### src/rtl/ex_mem_pipe_reg_pkg.sv
// ex_mem_pipe_reg_pkg: shared widths, payload layout and state encoding for the EX/MEM register
package ex_mem_pipe_reg_pkg;
  localparam int DATA_W_D = 32;
  localparam int ADDR_W_D = 16;
  localparam int DEST_W_D = 4;
  localparam int CNT_W_D = 16;
  localparam int WB_BIT = 0;
  localparam int RD_BIT = 1;
  localparam int WR_BIT = 2;
  localparam int DEST_LSB = 3;
  typedef enum logic [1:0] {EMPTY = 2'd0, ONE = 2'd1, FULL = 2'd2} state_t;
  function automatic int alu_lsb(input int dest_w);
    return DEST_LSB + dest_w;
  endfunction
  function automatic int sd_lsb(input int dest_w, input int data_w);
    return DEST_LSB + dest_w + data_w;
  endfunction
  function automatic int payload_w(input int dest_w, input int data_w);
    return 3 + dest_w + 2 * data_w;
  endfunction
endpackage

### src/rtl/ex_mem_pipe_reg.sv
// ex_mem_pipe_reg: EX->MEM pipeline register with skid buffer, flush and stall counter
module ex_mem_pipe_reg
  import ex_mem_pipe_reg_pkg::*;
#(
  parameter int DATA_W = DATA_W_D,
  parameter int ADDR_W = ADDR_W_D,
  parameter int DEST_W = DEST_W_D,
  parameter int CNT_W = CNT_W_D
) (
  input  logic              clk,
  input  logic              rst,
  input  logic              flush,
  input  logic              in_valid,
  output logic              in_ready,
  input  logic              in_wb_en,
  input  logic              in_mem_read,
  input  logic              in_mem_write,
  input  logic [DEST_W-1:0] in_dest,
  input  logic [DATA_W-1:0] in_alu_result,
  input  logic [DATA_W-1:0] in_store_data,
  output logic              out_valid,
  input  logic              out_ready,
  output logic              out_wb_en,
  output logic              out_mem_read,
  output logic              out_mem_write,
  output logic [DEST_W-1:0] out_dest,
  output logic [DATA_W-1:0] out_alu_result,
  output logic [ADDR_W-1:0] out_address,
  output logic [DATA_W-1:0] out_store_data,
  output logic [CNT_W-1:0]  stall_count
);
  localparam int PW = payload_w(DEST_W, DATA_W);
  localparam int ALU_LSB = alu_lsb(DEST_W);
  localparam int SD_LSB = sd_lsb(DEST_W, DATA_W);
  state_t state, state_nx;
  logic [PW-1:0] main, skid, main_nx, skid_nx, in_pay;
  assign in_pay = {in_store_data, in_alu_result, in_dest, in_mem_write, in_mem_read, in_wb_en};
  // next state and entry contents; flush squashes everything and drops any arriving input
  always_comb begin
    state_nx = state;
    main_nx = main;
    skid_nx = skid;
    case (state)
      EMPTY: begin
        main_nx = in_valid ? in_pay : main;
        state_nx = in_valid ? ONE : EMPTY;
      end
      ONE: begin
        main_nx = (in_valid && out_ready) ? in_pay : main;
        skid_nx = (in_valid && !out_ready) ? in_pay : skid;
        state_nx = (in_valid && !out_ready) ? FULL : (!in_valid && out_ready) ? EMPTY : ONE;
      end
      FULL: begin
        main_nx = out_ready ? skid : main;
        state_nx = out_ready ? ONE : FULL;
      end
      default: state_nx = EMPTY;
    endcase
    if (flush) begin
      state_nx = EMPTY;
      main_nx = main;
      skid_nx = skid;
    end
  end
  // state, entries and a registered in_ready that never depends on out_ready combinationally
  always_ff @(posedge clk) begin
    if (rst) begin
      state <= EMPTY;
      main <= '0;
      skid <= '0;
      in_ready <= 1'b1;
    end else begin
      state <= state_nx;
      main <= main_nx;
      skid <= skid_nx;
      in_ready <= state_nx != FULL;
    end
  end
  // saturating count of cycles where MEM holds off a valid entry
  always_ff @(posedge clk) begin
    if (rst) stall_count <= '0;
    else if (out_valid && !out_ready && !(&stall_count)) stall_count <= stall_count + CNT_W'(1);
  end
  assign out_valid = state != EMPTY;
  assign out_wb_en = main[WB_BIT] && out_valid;
  assign out_mem_read = main[RD_BIT] && out_valid;
  assign out_mem_write = main[WR_BIT] && out_valid && out_ready;
  assign out_dest = main[DEST_LSB +: DEST_W];
  assign out_alu_result = main[ALU_LSB +: DATA_W];
  assign out_address = out_alu_result[ADDR_W-1:0];
  assign out_store_data = main[SD_LSB +: DATA_W];
endmodule

### config.mk
export PLATFORM = sky130hd
export DESIGN_NAME = ex_mem_pipe_reg
export DESIGN_NICKNAME = d
export VERILOG_FILES = /design/src/rtl/ex_mem_pipe_reg_pkg.sv /design/src/rtl/ex_mem_pipe_reg.sv
export SDC_FILE = /design/constraint.sdc
export NUM_CORES = 1
export LEC_CHECK = 0
export CORE_ASPECT_RATIO = 1.25
export CORE_MARGIN = 5
export CORE_UTILIZATION = 40
export CTS_BUF_LIST = sky130_fd_sc_hd__clkbuf_4
export DETAILED_ROUTE_END_ITERATION = 12
export PLACE_DENSITY_LB_ADDON = 0.2
export SLEW_MARGIN = 20
export SYNTH_ARGS = -nofsm -noshare
export SYNTH_HDL_FRONTEND = slang
export SYNTH_SLANG_ARGS = --single-unit
### constraint.sdc
create_clock -name clk -period 4 [get_ports clk]
set_clock_uncertainty 0.05 [all_clocks]
set_input_delay 0.6 -clock clk [delete_from_list [all_inputs] [get_ports clk]]
set_output_delay 0.6 -clock clk [all_outputs]
set_load 0.005 [all_outputs]
# Yosys cells after proc, flatten, opt, wreduce, memory -nomap -nowiden
# Cells that the tools add are included.
[word_totals]
regBits = 161
inputBits = 76
output_inout_bits = 105
wordCells = 41
[op_classes]
addsub = 1
n_eq_ne = 6
muxes = 10
bitwise = 1
reduce_logical = 18
[op_table]
columns = ["cell", "count"]
rows = [
  ["71-bit 2-to-1 mux", 3],
  ["71-bit one-hot mux with 3 select lines", 1],
  ["16-bit by 1-bit adder with 16-bit output, second input constant", 1],
  ["16-bit AND reduction", 1],
  ["1-bit logical AND", 9],
  ["2-bit inequality test, second input constant", 4],
  ["2-bit 2-to-1 mux", 3],
  ["2-bit one-hot mux with 3 select lines", 1],
  ["5-bit AND reduction", 1],
  ["1-bit logical NOT", 3],
  ["3-bit AND reduction", 1],
  ["3-bit nonzero test", 1],
  ["2-bit by 1-bit equality test with 1-bit output, second input constant", 1],
  ["2-bit equality test, second input constant", 1],
  ["2-bit logical NOT", 1],
  ["1-bit 2-to-1 mux", 2],
  ["2-bit nonzero test", 1],
  ["1-bit NOT", 1],
]

# Logic depth before layout (Yosys ltp)
# Gate-level depths: netlist of the first run.
[logic_depth]
word_depth = 7
mapped_depth = 8
ltp_nobuf = 6

# Least setup slack after synthesis of the first run
# OpenSTA, ideal clock, no wires.
[synth_path]
path_kind = "input to register"
from = "in out_ready"
to = "reg stall_count[11]"
setup_time_ns = 0.121
arrival_time_ns = 1.738
required_ns = 3.829
setup_slack_ns = 2.091
cell_stages = 4
n_path_buf = 0
cell_sequence = "o21bai_2 -> or3_4 -> nor3b_1 -> mux2_2"
[synth_via]
elab_chain_len = 3
[synth_lines]
columns = ["element", "line_no", "source"]
rows = [
  ["start, declared", "ex_mem_pipe_reg.sv:22", "input logic out_ready,"],
  ["1-bit logical NOT", "ex_mem_pipe_reg.sv:82", "else if (out_valid && !out_ready && !(&stall_count)) stall_count <= stall_count + CNT_W'(1);"],
  ["1-bit logical AND (2 in series)", "ex_mem_pipe_reg.sv:82", ""],
  ["end signal, assigned", "ex_mem_pipe_reg.sv:82", ""],
  ["end, declared", "ex_mem_pipe_reg.sv:30", "output logic [CNT_W-1:0] stall_count"],
]
# Every way passes these cells.
# A chain may end at the register's enable or synchronous reset.

# Final worst setup path of the first run
[layout_path]
from = "reg state[1]"
to = "out out_mem_write"
[layout_via]
elab_chain_len = 3
[layout_lines]
columns = ["element", "line_no", "source"]
rows = [
  ["start, declared", "ex_mem_pipe_reg.sv:35", "state_t state, state_nx;"],
  ["start signal, assigned", "ex_mem_pipe_reg.sv:73", "state <= state_nx;"],
  ["2-bit nonzero test", "ex_mem_pipe_reg.sv:84", "assign out_valid = state != EMPTY;"],
  ["1-bit logical AND (2 in series)", "ex_mem_pipe_reg.sv:87", "assign out_mem_write = main[WR_BIT] && out_valid && out_ready;"],
  ["end, declared", "ex_mem_pipe_reg.sv:25", "output logic out_mem_write,"],
]
# Every way passes these cells.

==> reports/results.md, run 1 <==
| Parameter | Reported |
| --- | --- |
| Outcome | finished clean |
| Share of synthesized area occupied by flip-flops and latches | 0.435 |
| Crit. Startpoint | state[1] |
| Routed via count | 5965 |
| Remaining max-slew budget at the tightest pin | 0.388 |
| Startpoint of the most critical register-to-register path | stall_count[0] |
| Number of warnings printed during yosys synthesis | 0 |
| # resized after CTS | 0 |
| Post-Route M1 WL | 8330 µm |
| Top cell type by total area after synthesis | sky130_fd_sc_hd__dfxtp_1 |
| Root buf cell | sky130_fd_sc_hd__clkbuf_4 |
| CTS buffer count | 17 |
| Number of flops mapped to enable cells by yosys | 0 |
| Met2 layer wire length in the routed design | 8990 µm |
| Via-per-instance ratio | 5.25 |
| Min cycle time layout | 2.66 ns |
| Drt total wl | 18500 µm |
| Worst-Skew Late Latency | 0.54 ns |
| Number of clock sinks | 161 |
| Post-DP HPWL | 11600 µm |
| Number of antenna violations at the first check in global routing | 1 |
| Number of placed instances with taps included | 1104 |
| Type of the worst setup path | reg -> out |
| Post-route DRC | 0 |
| CTS tree | yes |
| Combined global-route utilization of all metal layers | 0.166 |
| Clock input transition at the sequential cells of the worst setup and hold paths | 0.12 ns |
| Class of the tightest hold or removal check | reg -> reg |
| Library cell with the highest instance count after synthesis | sky130_fd_sc_hd__dfxtp_1 |
| Maximum number of pins on one net before global-route repair | 144 |
| Placeable core region | 18200 µm² |
| Setup TNS Final | 0 ns |
| Terminus of the critical flop-to-flop path | stall_count[6] |
| Distinct cell type count after synthesis | 44 |
| Worst Max-Slew Pin Slew | 0.918 ns |
| Uppermost layer routed | met4 |
| Die Outline Area | 21400 µm² |
| Number of filler cells placed in the layout | 1736 |
| Combined area of the multi-input logic cells | 3260 µm² |
| Number of standard-cell rows in the floorplan | 55 |
| Synth Net Count | 925 |
| End point of the critical path | out_mem_write |
| Share of flip-flops with an asynchronous set or reset | 0 |
| Via count of the first global-routing pass | 5541 |
| Main area contributors after synthesis | sky130_fd_sc_hd__dfxtp_1 43%, sky130_fd_sc_hd__a21oi_1 10%, sky130_fd_sc_hd__mux2i_1 10% |
| Ratio of cells with drive above 1 in the final layout | 0.0584 |
| CP arrival | 2.01 ns |
| Pwr Total | 3.01 mW |
| Highest ir drop seen on vdd | 0.000188 V |
| Element type at the critical path end | output pin |
| Bufs on Longest Clock Path | 2 |
| Chip Width | 132 µm |
| Antenna Violating Nets Remaining | 0 |
| Final hold violation count | 0 |
| Post-CTS repair timing setup buffer count | 0 |
| Slack of the worst reg-to-reg path | 1.68 ns |
| Required time of the worst setup path | 3.35 ns |
| Part of the cycle the worst path needs | 0.664 |
| Post-synthesis cell area | 7410 µm² |
| Die Y | 162 µm |
| Portion of synthesized cell area occupied by the leading cell type | 0.435 |
| Buffers on Ports | 180 |
| Post-synth top cells | 161 x sky130_fd_sc_hd__dfxtp_1, 154 x sky130_fd_sc_hd__a21oi_1, 149 x sky130_fd_sc_hd__nand2_1 |
| R2r worst-path depth | 5 |
| Number of iterations in the first detailed-routing pass | 5 |
| H-Tree Depth | 4 |
| Total overflow reported by the global router | 0 |
| Final non-filler cell total | 1136 |
| Power Dens Cells | 337 nW/µm² |
| Count of hold buffers inserted by post-cts repair | 0 |
| Area overhead of the layout relative to synthesis | 20.3% |
| Sequential cell area | 3220 µm² |
| Lkg Pwr | 3.37 nW |
| Initial detailed-routing violation count | 367 |
| Predominant post-synthesis flop cell | sky130_fd_sc_hd__dfxtp_1 |
| Number of I/O pins | 181 |
| First-pass GRT wire length | 29500 µm |
| Final Net Count | 974 |
| Synthesis-stage register bit count | 161 |
| RSZ-0062 raised after global routing | false |
| Maximum fanout along the worst path | 7 |
| Routed wl met3 | 983 µm |
| Mean instance size in the synthesized netlist | 8.76 µm² |
| Gate count of the mapped netlist | 846 |
| Nature of the critical path startpoint | flop |
| Maximum achievable frequency | 376 MHz |
| Setup-failing EPs final | 0 |
| Final weighted congestion of routability-driven global placement | 0.805 |
| Max-slew violation count | 0 |
| Detailed-route wire length per cell | 16.3 µm |
| Effective utilization at floorplan | 0.408 |
| Max-capacitance violation count | 0 |
==> registers in the layout (all words and copies together) (netlist names) <==
name	count
main	71
in_ready	1
stall_count	16
skid	71
state	2
==> metrics by stage <==
| stage | setup slack, ns | area, µm² | utilization | hold slack, ns |
|---|---|---|---|---|
| final | 1.34 | 8920 | 0.491 | 0.411 |
| after global routing | 1.19 | 8920 | 0.491 | 0.426 |
| after CTS | 1.28 | 8920 | 0.491 | 0.414 |
| after detailed placement | 1.18 | 8690 | 0.478 | 0.396 |
| after global placement | 1.24 | 8690 | 0.478 | 0.390 |
| after floorplan | 2.09 | 7410 | - | 0.386 |
==> cell families (layout without fill, tap and decap cells) <==
| family | count (synthesis) | after routing | synth area share |
|---|---|---|---|
| AOI/OAI and AO/OA | 241 | 241 | 0.203 |
| and+or+nand+nor | 202 | 202 | 0.124 |
| buffers and inverters | 162 | 223 | 0.129 |
| DFF | 161 | 161 | 0.435 |
| muxes | 77 | 77 | 0.104 |
| adders and majority gates | 3 | 3 | 0.00506 |
| other | 0 | 1 | 0 |
==> layout make-up <==
type | count | share of cell area
diodes | 1 | 0.000281
repair buffers | 189 | 0.213
inverters | 3 | 0.00154
clock inverters | 13 | 0.0108
multi-input cells | 523 | 0.365
clock buffers | 18 | 0.0151
flip-flops and latches | 161 | 0.361
well taps | 228 | 0.0320
==> metal layers <==
layer	up-vias	global-route usage
met4	0	0.0440
met1	2753	0.217
met3	15	0.0437
li1	3051	-
met5	-	0
met2	146	0.275
==> how the worst min path moves through the flow <==
stage / start / to / slack, ns / depth (start not counted)
after floorplan: skid[0] / skid[0] / 0.39 / 2
after detailed placement: skid[37] / skid[37] / 0.40 / 2
after global routing: skid[17] / skid[17] / 0.43 / 2
final: skid[48] / skid[48] / 0.41 / 2
after CTS: skid[48] / skid[48] / 0.41 / 2
after global placement: skid[0] / skid[0] / 0.39 / 2
==> cells in the final DEF (no fill, tap or decap), drive strengths merged, types with 5 or more instances in the layout <==
cell,netlist,routed
a21oi,154,154
a311oi,71,71
buf,100,10
clkbuf,58,18
clkdlybuf4s50,0,179
clkinv,0,8
dfxtp,161,161
mux2i,74,74
nand2,149,149
nand3,5,5
nand4,5,5
nor2,7,7
o21ai,6,6
o31ai,8,8
or4,8,8
==> worst max-delay path: stages, from the launching register on <==
cell                              delay (ns)
sky130_fd_sc_hd__dfxtp_1                0.56
sky130_fd_sc_hd__or2_1                  0.23
sky130_fd_sc_hd__and3_1                 0.19
sky130_fd_sc_hd__clkdlybuf4s50_1        0.50
==> report_power, final <==
part / leakage, nW / internal, mW / switching [mW] / total, mW
Sequential: 1.31 / 1.66 / 0.0401 / 1.70
Combinational: 1.93 / 0.247 / 0.197 / 0.443
Clock: 0.124 / 0.300 / 0.561 / 0.861
Note: power is estimated with default switching activity, not from simulation.
==> inputs of run 2 (changes only) <==
==> constraint.sdc (replaced) <==
create_clock -name clk -period 2.1 [get_ports clk]
set_clock_uncertainty 0.05 [all_clocks]
set_input_delay 0.315 -clock clk [delete_from_list [all_inputs] [get_ports clk]]
set_output_delay 0.315 -clock clk [all_outputs]
set_load 0.005 [all_outputs]
==> reports/results.md, run 2 (synthesis results as in run 1) <==
| Parameter | Reported | vs previous |
| --- | --- | --- |
| Maximum achievable frequency | 501 MHz |  |
| H-Tree Depth | 4 | unchanged |
| Lkg Pwr | 3.60 nW | was 3.37 nW |
| Power Dens Cells | 641 nW/µm² | was 337 nW/µm² |
| Count of hold buffers inserted by post-cts repair | 0 | unchanged |
| Effective utilization at floorplan | 0.408 | unchanged |
| CTS tree | yes | unchanged |
| Number of I/O pins | 181 | unchanged |
| Number of antenna violations at the first check in global routing | 2 | was 1 |
| Via count of the first global-routing pass | 5701 | was 5541 |
| Worst-Skew Late Latency | 0.55 ns | was 0.54 ns |
| Highest ir drop seen on vdd | 0.000322 V | was 0.000188 V |
| Element type at the critical path end | flop | was output pin |
| Top library cells by usage in the layout, fill and taps aside | 176 x sky130_fd_sc_hd__clkdlybuf4s50_1, 158 x sky130_fd_sc_hd__dfxtp_1, 154 x sky130_fd_sc_hd__a21oi_1, 149 x sky130_fd_sc_hd__nand2_1, 74 x sky130_fd_sc_hd__mux2i_1 | was 179 x sky130_fd_sc_hd__clkdlybuf4s50_1, 161 x sky130_fd_sc_hd__dfxtp_1, 154 x sky130_fd_sc_hd__a21oi_1, 149 x sky130_fd_sc_hd__nand2_1, 74 x sky130_fd_sc_hd__mux2i_1 |
| Final weighted congestion of routability-driven global placement | 0.753 | was 0.805 |
| Final Net Count | 1001 | was 974 |
| Post-DP HPWL | 12500 µm | was 11600 µm |
| Combinational cell fraction of total power | 0.149 | was 0.147 |
| CP arrival | 2.43 ns | was 2.01 ns |
| Worst Max-Slew Pin Slew | 0.637 ns | was 0.918 ns |
| Min cycle time layout | 2.00 ns |  |
| Registers with the most flip-flops | main (71), skid (71), stall_count (16) | unchanged |
| Switching share of power | 0.263 | was 0.265 |
| Final non-filler cell total | 1165 | was 1136 |
| Nature of the critical path startpoint | flop | unchanged |
| Type of the worst setup path | reg -> reg | was reg -> out |
| Setup-failing EPs final | 0 | unchanged |
| Routed via count | 6098 | was 5965 |
| Chip Width | 132 µm | unchanged |
| Number of clock sinks | 161 | unchanged |
| Startpoint of the most critical hold path | rst | was skid[48] |
| Number of filler cells placed in the layout | 1718 | was 1736 |
| Bufs on Longest Clock Path | 2 | unchanged |
| Initial detailed-routing violation count | 275 | was 367 |
| Placeable core region | 18200 µm² | unchanged |
| Clock input transition at the sequential cells of the worst setup and hold paths | 0.14 ns | was 0.12 ns |
| Remaining max-slew budget at the tightest pin | 0.575 | was 0.388 |
| Antenna Violating Nets Remaining | 0 | unchanged |
| Net switching power figure | 1.58 mW | was 0.798 mW |
| Sequential cell fraction of total power | 0.542 | was 0.566 |
| Number of placed instances with taps included | 1129 | was 1104 |
| Root buf cell | sky130_fd_sc_hd__clkbuf_4 | unchanged |
| Die Outline Area | 21400 µm² | unchanged |
| Final design utilization | 0.514 | was 0.491 |
| First-pass GRT wire length | 30300 µm | was 29500 µm |
| Outcome | finished clean | unchanged |
| Max-capacitance violation count | 0 | unchanged |
| Startpoint of the most critical register-to-register path | stall_count[0] | unchanged |
| Most common cell after layout, fill and taps aside | sky130_fd_sc_hd__clkdlybuf4s50_1 | unchanged |
| Pint | 4.41 mW | was 2.21 mW |
| Required time of the worst setup path | 2.53 ns | was 3.35 ns |
| Detailed-route wire length per cell | 16.1 µm | was 16.3 µm |
| Total overflow reported by the global router | 0 | unchanged |
| Crit. Startpoint | stall_count[0] | was state[1] |
| Post-route DRC | 0 | unchanged |
| Combined global-route utilization of all metal layers | 0.172 | was 0.166 |
| Area overhead of the layout relative to synthesis | 26.0% | was 20.3% |
| RSZ-0062 raised after global routing | false | unchanged |
| Ratio of cells with drive above 1 in the final layout | 0.0941 | was 0.0584 |
| Die Y | 162 µm | unchanged |
| Maximum fanout along the worst path | 18 | was 7 |
| Clk pwr share | 0.309 | was 0.286 |
| Final hold violation count | 0 | unchanged |
| Via-per-instance ratio | 5.23 | was 5.25 |
| CTS buffer count | 17 | unchanged |
| Class of the tightest hold or removal check | in -> reg | was reg -> reg |
| Buffers on Ports | 180 | unchanged |
| Part of the cycle the worst path needs | 0.950 |  |
| Hold Slack | 0.225 ns | was 0.411 ns |
| Drt total wl | 18700 µm | was 18500 µm |
| Number of iterations in the first detailed-routing pass | 5 | unchanged |
| Number of standard-cell rows in the floorplan | 55 | unchanged |
| Max-slew violation count | 0 | unchanged |
| Maximum number of pins on one net before global-route repair | 71 | was 144 |
[run 2: cell count changes in the layout (fill, tap and decap cells not counted), sizes merged, moves of 2 or more]
cell | before | now
buf | 10 | 37
inv | 4 | 6
clkdlybuf4s50 | 179 | 176
clkinv | 8 | 4
dlygate4sd2 | 0 | 3
[run 2: worst paths after layout]
kind / depth (start not counted) / endpoint / slack [ns]
worst max-delay path: 6 / stall_count[13] / 0.10
worst min-delay path: 2 / stall_count[12] / 0.23
worst max register to register: 6 / stall_count[13] / 0.10
worst min register to register: 2 / skid[2] / 0.41
[run 2: timing repair]
action	4_1_cts	5_1_grt
buffers inserted	2	0
setup endpoints to repair	4	1
gates resized for setup	7	1
[run 2: power by group through the flow]
stage	Sequential [mW]	Combinational [mW]	Clock, mW
after detailed placement	3.31	0.901	0
after CTS	3.24	0.906	1.93
after global routing	3.26	0.974	2.05
final	3.24	0.894	1.85
after floorplan	3.29	0.531	0
after global placement	3.31	0.890	0
[run 2: routing by layer]
metal | vias up | track usage | part of all wire | wire, µm
li1 | 3106 | - | - | -
met1 | 2824 | 0.213 | 0.44 | 8240
met2 | 149 | 0.288 | 0.49 | 9120
met3 | 19 | 0.0527 | 0.059 | 1100
met4 | 0 | 0.0543 | 0.014 | 258
met5 | - | 0 | 0 | 0
[run 2: layout make-up]
type,count,area [µm²],share of cell area
clock inverters,13,135,0.0145
repair buffers,216,2270,0.243
multi-input cells,523,3260,0.349
diodes,2,5.00,0.000536
inverters,3,13.8,0.00147
well taps,228,285,0.0305
clock buffers,19,143,0.0153
flip-flops and latches,161,3230,0.346
[run 2: worst max-delay path, stage by stage, from the launching register on]
cell and delay [ns]:
sky130_fd_sc_hd__dfxtp_1 0.37, sky130_fd_sc_hd__ha_1 0.26, sky130_fd_sc_hd__nand3_1 0.29, sky130_fd_sc_hd__nor4_4 0.10
sky130_fd_sc_hd__buf_4 0.20, sky130_fd_sc_hd__or4_1 0.50, sky130_fd_sc_hd__a21oi_1 0.15
[run 2: per-stage QoR]
step           cell area, µm²  worst slack, ns  total power, mW  TNS [ns]
5_1_grt                  9340           0.0149             6.29         0
3_3_place_gp             9040          -0.0733             4.20     -1.83
4_1_cts                  9330           0.0576             6.08         0
3_5_place_dp             9040           -0.135             4.21     -5.84
2_1_floorplan            7410            0.331             3.82         0
6_report                 9340            0.105             5.99         0
==> inputs of run 3 (changes only) <==
--- a/config.mk
+++ b/config.mk
@@ -9,6 +9,7 @@
 export CORE_MARGIN = 5
 export CORE_UTILIZATION = 40
 export CTS_BUF_LIST = sky130_fd_sc_hd__clkbuf_4
+export CTS_CLUSTER_DIAMETER = 40
 export DETAILED_ROUTE_END_ITERATION = 12
 export PLACE_DENSITY_LB_ADDON = 0.2
 export SLEW_MARGIN = 20
==> constraint.sdc (replaced) <==
create_clock -name clk -period 2 [get_ports clk]
set_clock_uncertainty 0.05 [all_clocks]
set_input_delay 0.3 -clock clk [delete_from_list [all_inputs] [get_ports clk]]
set_output_delay 0.3 -clock clk [all_outputs]
set_load 0.005 [all_outputs]
==> reports/results.md, run 3 (synthesis results as in run 1) <==
| Parameter | Reported | vs previous |
| --- | --- | --- |
| Die Y | 162 µm | unchanged |
| Number of antenna violations at the first check in global routing | 1 | was 2 |
| Lkg Pwr | 3.67 nW | was 3.60 nW |
| Number of iterations in the first detailed-routing pass | 5 | unchanged |
| Slack of the worst reg-to-reg path | 0.21 ns | was 0.10 ns |
| Number of filler cells placed in the layout | 1749 | was 1718 |
| Detailed-route wire length per cell | 16.0 µm | was 16.1 µm |
| Chip Width | 132 µm | unchanged |
| Maximum number of pins on one net before global-route repair | 71 | unchanged |
| Clock input transition at the sequential cells of the worst setup and hold paths | 0.13 ns | was 0.14 ns |
| Highest ir drop seen on vdd | 0.000418 V | was 0.000322 V |
| Startpoint of the most critical register-to-register path | stall_count[5] | was stall_count[0] |
| CTS tree | yes | unchanged |
| Power Dens Cells | 690 nW/µm² | was 641 nW/µm² |
| Post-route DRC | 0 | unchanged |
| Nature of the critical path startpoint | flop | unchanged |
| Total overflow reported by the global router | 0 | unchanged |
| CP arrival | 1.55 ns | was 2.43 ns |
| Combined global-route utilization of all metal layers | 0.170 | was 0.172 |
| Die Outline Area | 21400 µm² | unchanged |
| Top library cells by usage in the layout, fill and taps aside | 175 x sky130_fd_sc_hd__clkdlybuf4s50_1, 154 x sky130_fd_sc_hd__a21oi_1, 153 x sky130_fd_sc_hd__dfxtp_1, 149 x sky130_fd_sc_hd__nand2_1, 74 x sky130_fd_sc_hd__mux2i_1 | was 176 x sky130_fd_sc_hd__clkdlybuf4s50_1, 158 x sky130_fd_sc_hd__dfxtp_1, 154 x sky130_fd_sc_hd__a21oi_1, 149 x sky130_fd_sc_hd__nand2_1, 74 x sky130_fd_sc_hd__mux2i_1 |
| Final Net Count | 1009 | was 1001 |
| Final hold violation count | 0 | unchanged |
| Terminus of the critical flop-to-flop path | stall_count[9] | was stall_count[13] |
| Worst-case setup margin in the final layout | 0.0954 ns | was 0.105 ns |
| Final non-filler cell total | 1172 | was 1165 |
| Setup-failing EPs final | 0 | unchanged |
| Initial detailed-routing violation count | 323 | was 275 |
| Registers with the most flip-flops | main (71), skid (71), stall_count (16) | unchanged |
| Min cycle time layout | 1.90 ns |  |
| Via-per-instance ratio | 5.22 | was 5.23 |
| Bufs on Longest Clock Path | 2 | unchanged |
| Max-capacitance violation count | 0 | unchanged |
| First-pass GRT wire length | 30100 µm | was 30300 µm |
| Worst-Skew Late Latency | 0.55 ns | about the same |
| Class of the tightest hold or removal check | in -> reg | unchanged |
| Number of clock sinks | 161 | unchanged |
| Most common cell after layout, fill and taps aside | sky130_fd_sc_hd__clkdlybuf4s50_1 | unchanged |
| Worst Setup Slack post-DPL | -0.222 ns | was -0.135 ns |
| Effective utilization at floorplan | 0.408 | unchanged |
| Number of placed instances with taps included | 1134 | was 1129 |
| H-Tree Depth | 4 | unchanged |
| Post-DP HPWL | 12400 µm | was 12500 µm |
| Maximum fanout along the worst path | 5 | was 18 |
| Combined area of the multi-input logic cells | 3270 µm² | was 3260 µm² |
| Routed via count | 6112 | was 6098 |
| Placeable core region | 18200 µm² | unchanged |
| Number of I/O pins | 181 | unchanged |
| RSZ-0062 raised after global routing | false | unchanged |
| Type of the worst setup path | reg -> out | was reg -> reg |
| Worst Max-Slew Pin Slew | 0.517 ns | was 0.637 ns |
| Sequential cell area | 3240 µm² | was 3230 µm² |
| Area overhead of the layout relative to synthesis | 27.6% | was 26.0% |
| Remaining max-slew budget at the tightest pin | 0.655 | was 0.575 |
| Hold Path End | stall_count[12] | unchanged |
| Number of standard-cell rows in the floorplan | 55 | unchanged |
| Buffers on Ports | 180 | unchanged |
| R2r worst-path depth | 4 | was 6 |
| Maximum achievable frequency | 525 MHz |  |
| Ratio of cells with drive above 1 in the final layout | 0.108 | was 0.0941 |
| Drt total wl | 18800 µm | was 18700 µm |
| Required time of the worst setup path | 1.65 ns | was 2.53 ns |
| Part of the cycle the worst path needs | 0.952 |  |
| Cells on Worst Hold Path | 2 | unchanged |
| Hold Slack | 0.157 ns | was 0.225 ns |
| CTS buffer count | 17 | unchanged |
| Root buf cell | sky130_fd_sc_hd__clkbuf_4 | unchanged |
| Element type at the critical path end | output pin | was flop |
| Max-slew violation count | 0 | unchanged |
| Startpoint of the most critical hold path | rst | unchanged |
| Via count of the first global-routing pass | 5645 | was 5701 |
| Antenna Violating Nets Remaining | 0 | unchanged |
| Final weighted congestion of routability-driven global placement | 0.754 | was 0.753 |
| Outcome | finished clean | unchanged |
[run 3: worst max-delay path by stage]
stage | start | slack, ns | depth (start not counted) | to
finish | state[0] | 0.1 | 3 | out_mem_read
global route | state[0] | 0.006 | 3 | out_mem_write
CTS | state[0] | 0.02 | 3 | out_wb_en
detailed placement | out_ready | -0.22 | 7 | main[29]
global placement | out_ready | -0.14 | 5 | stall_count[9]
floorplan | stall_count[0] | 0.23 | 6 | stall_count[0]
[run 3: layout make-up]
cell class	count	area share
tap	228	0.0302
clock buffer	19	0.0151
inverter	3	0.00145
sequential	161	0.342
clock inverter	13	0.0193
timing repair buffer	224	0.246
antenna	1	0.000264
multi-input combinational	523	0.346
[run 3: critical path, cell delays in order, from the launching register on]
cell and delay [ns]:
sky130_fd_sc_hd__dfxtp_4 0.36, sky130_fd_sc_hd__or2_4 0.25, sky130_fd_sc_hd__and2_4 0.16, sky130_fd_sc_hd__dlygate4sd2_1 0.25
[run 3: report_power, final]
part / total, mW / internal (mW) / switching, mW
clock: 2.19 / 1.03 / 1.16
sequential: 3.40 / 3.33 / 0.0757
combinational: 0.941 / 0.535 / 0.407
[run 3: layer usage]
layer	track usage	part of all wire
met1	0.216	0.45
met4	0.0589	0.017
met5	0	0
met2	0.281	0.48
met3	0.0437	0.054
[run 3: repair_timing]
item,in CTS,in global routing
setup buffers,2,3
endpoints found under the setup margin,6,9
hold endpoints to repair,0,0
resized for setup,11,8
hold buffers,0,0
[run 3: through the flow]
stage               setup TNS, ns   util  cell area [µm²]  power, mW
finish                          0  0.521             9460       6.53
global route                    0  0.521             9460       6.84
CTS                             0  0.519             9420       6.63
detailed placement         -15.10  0.499             9070       4.42
global placement           -12.31  0.499             9070       4.41
floorplan                       0      -             7410       4.01
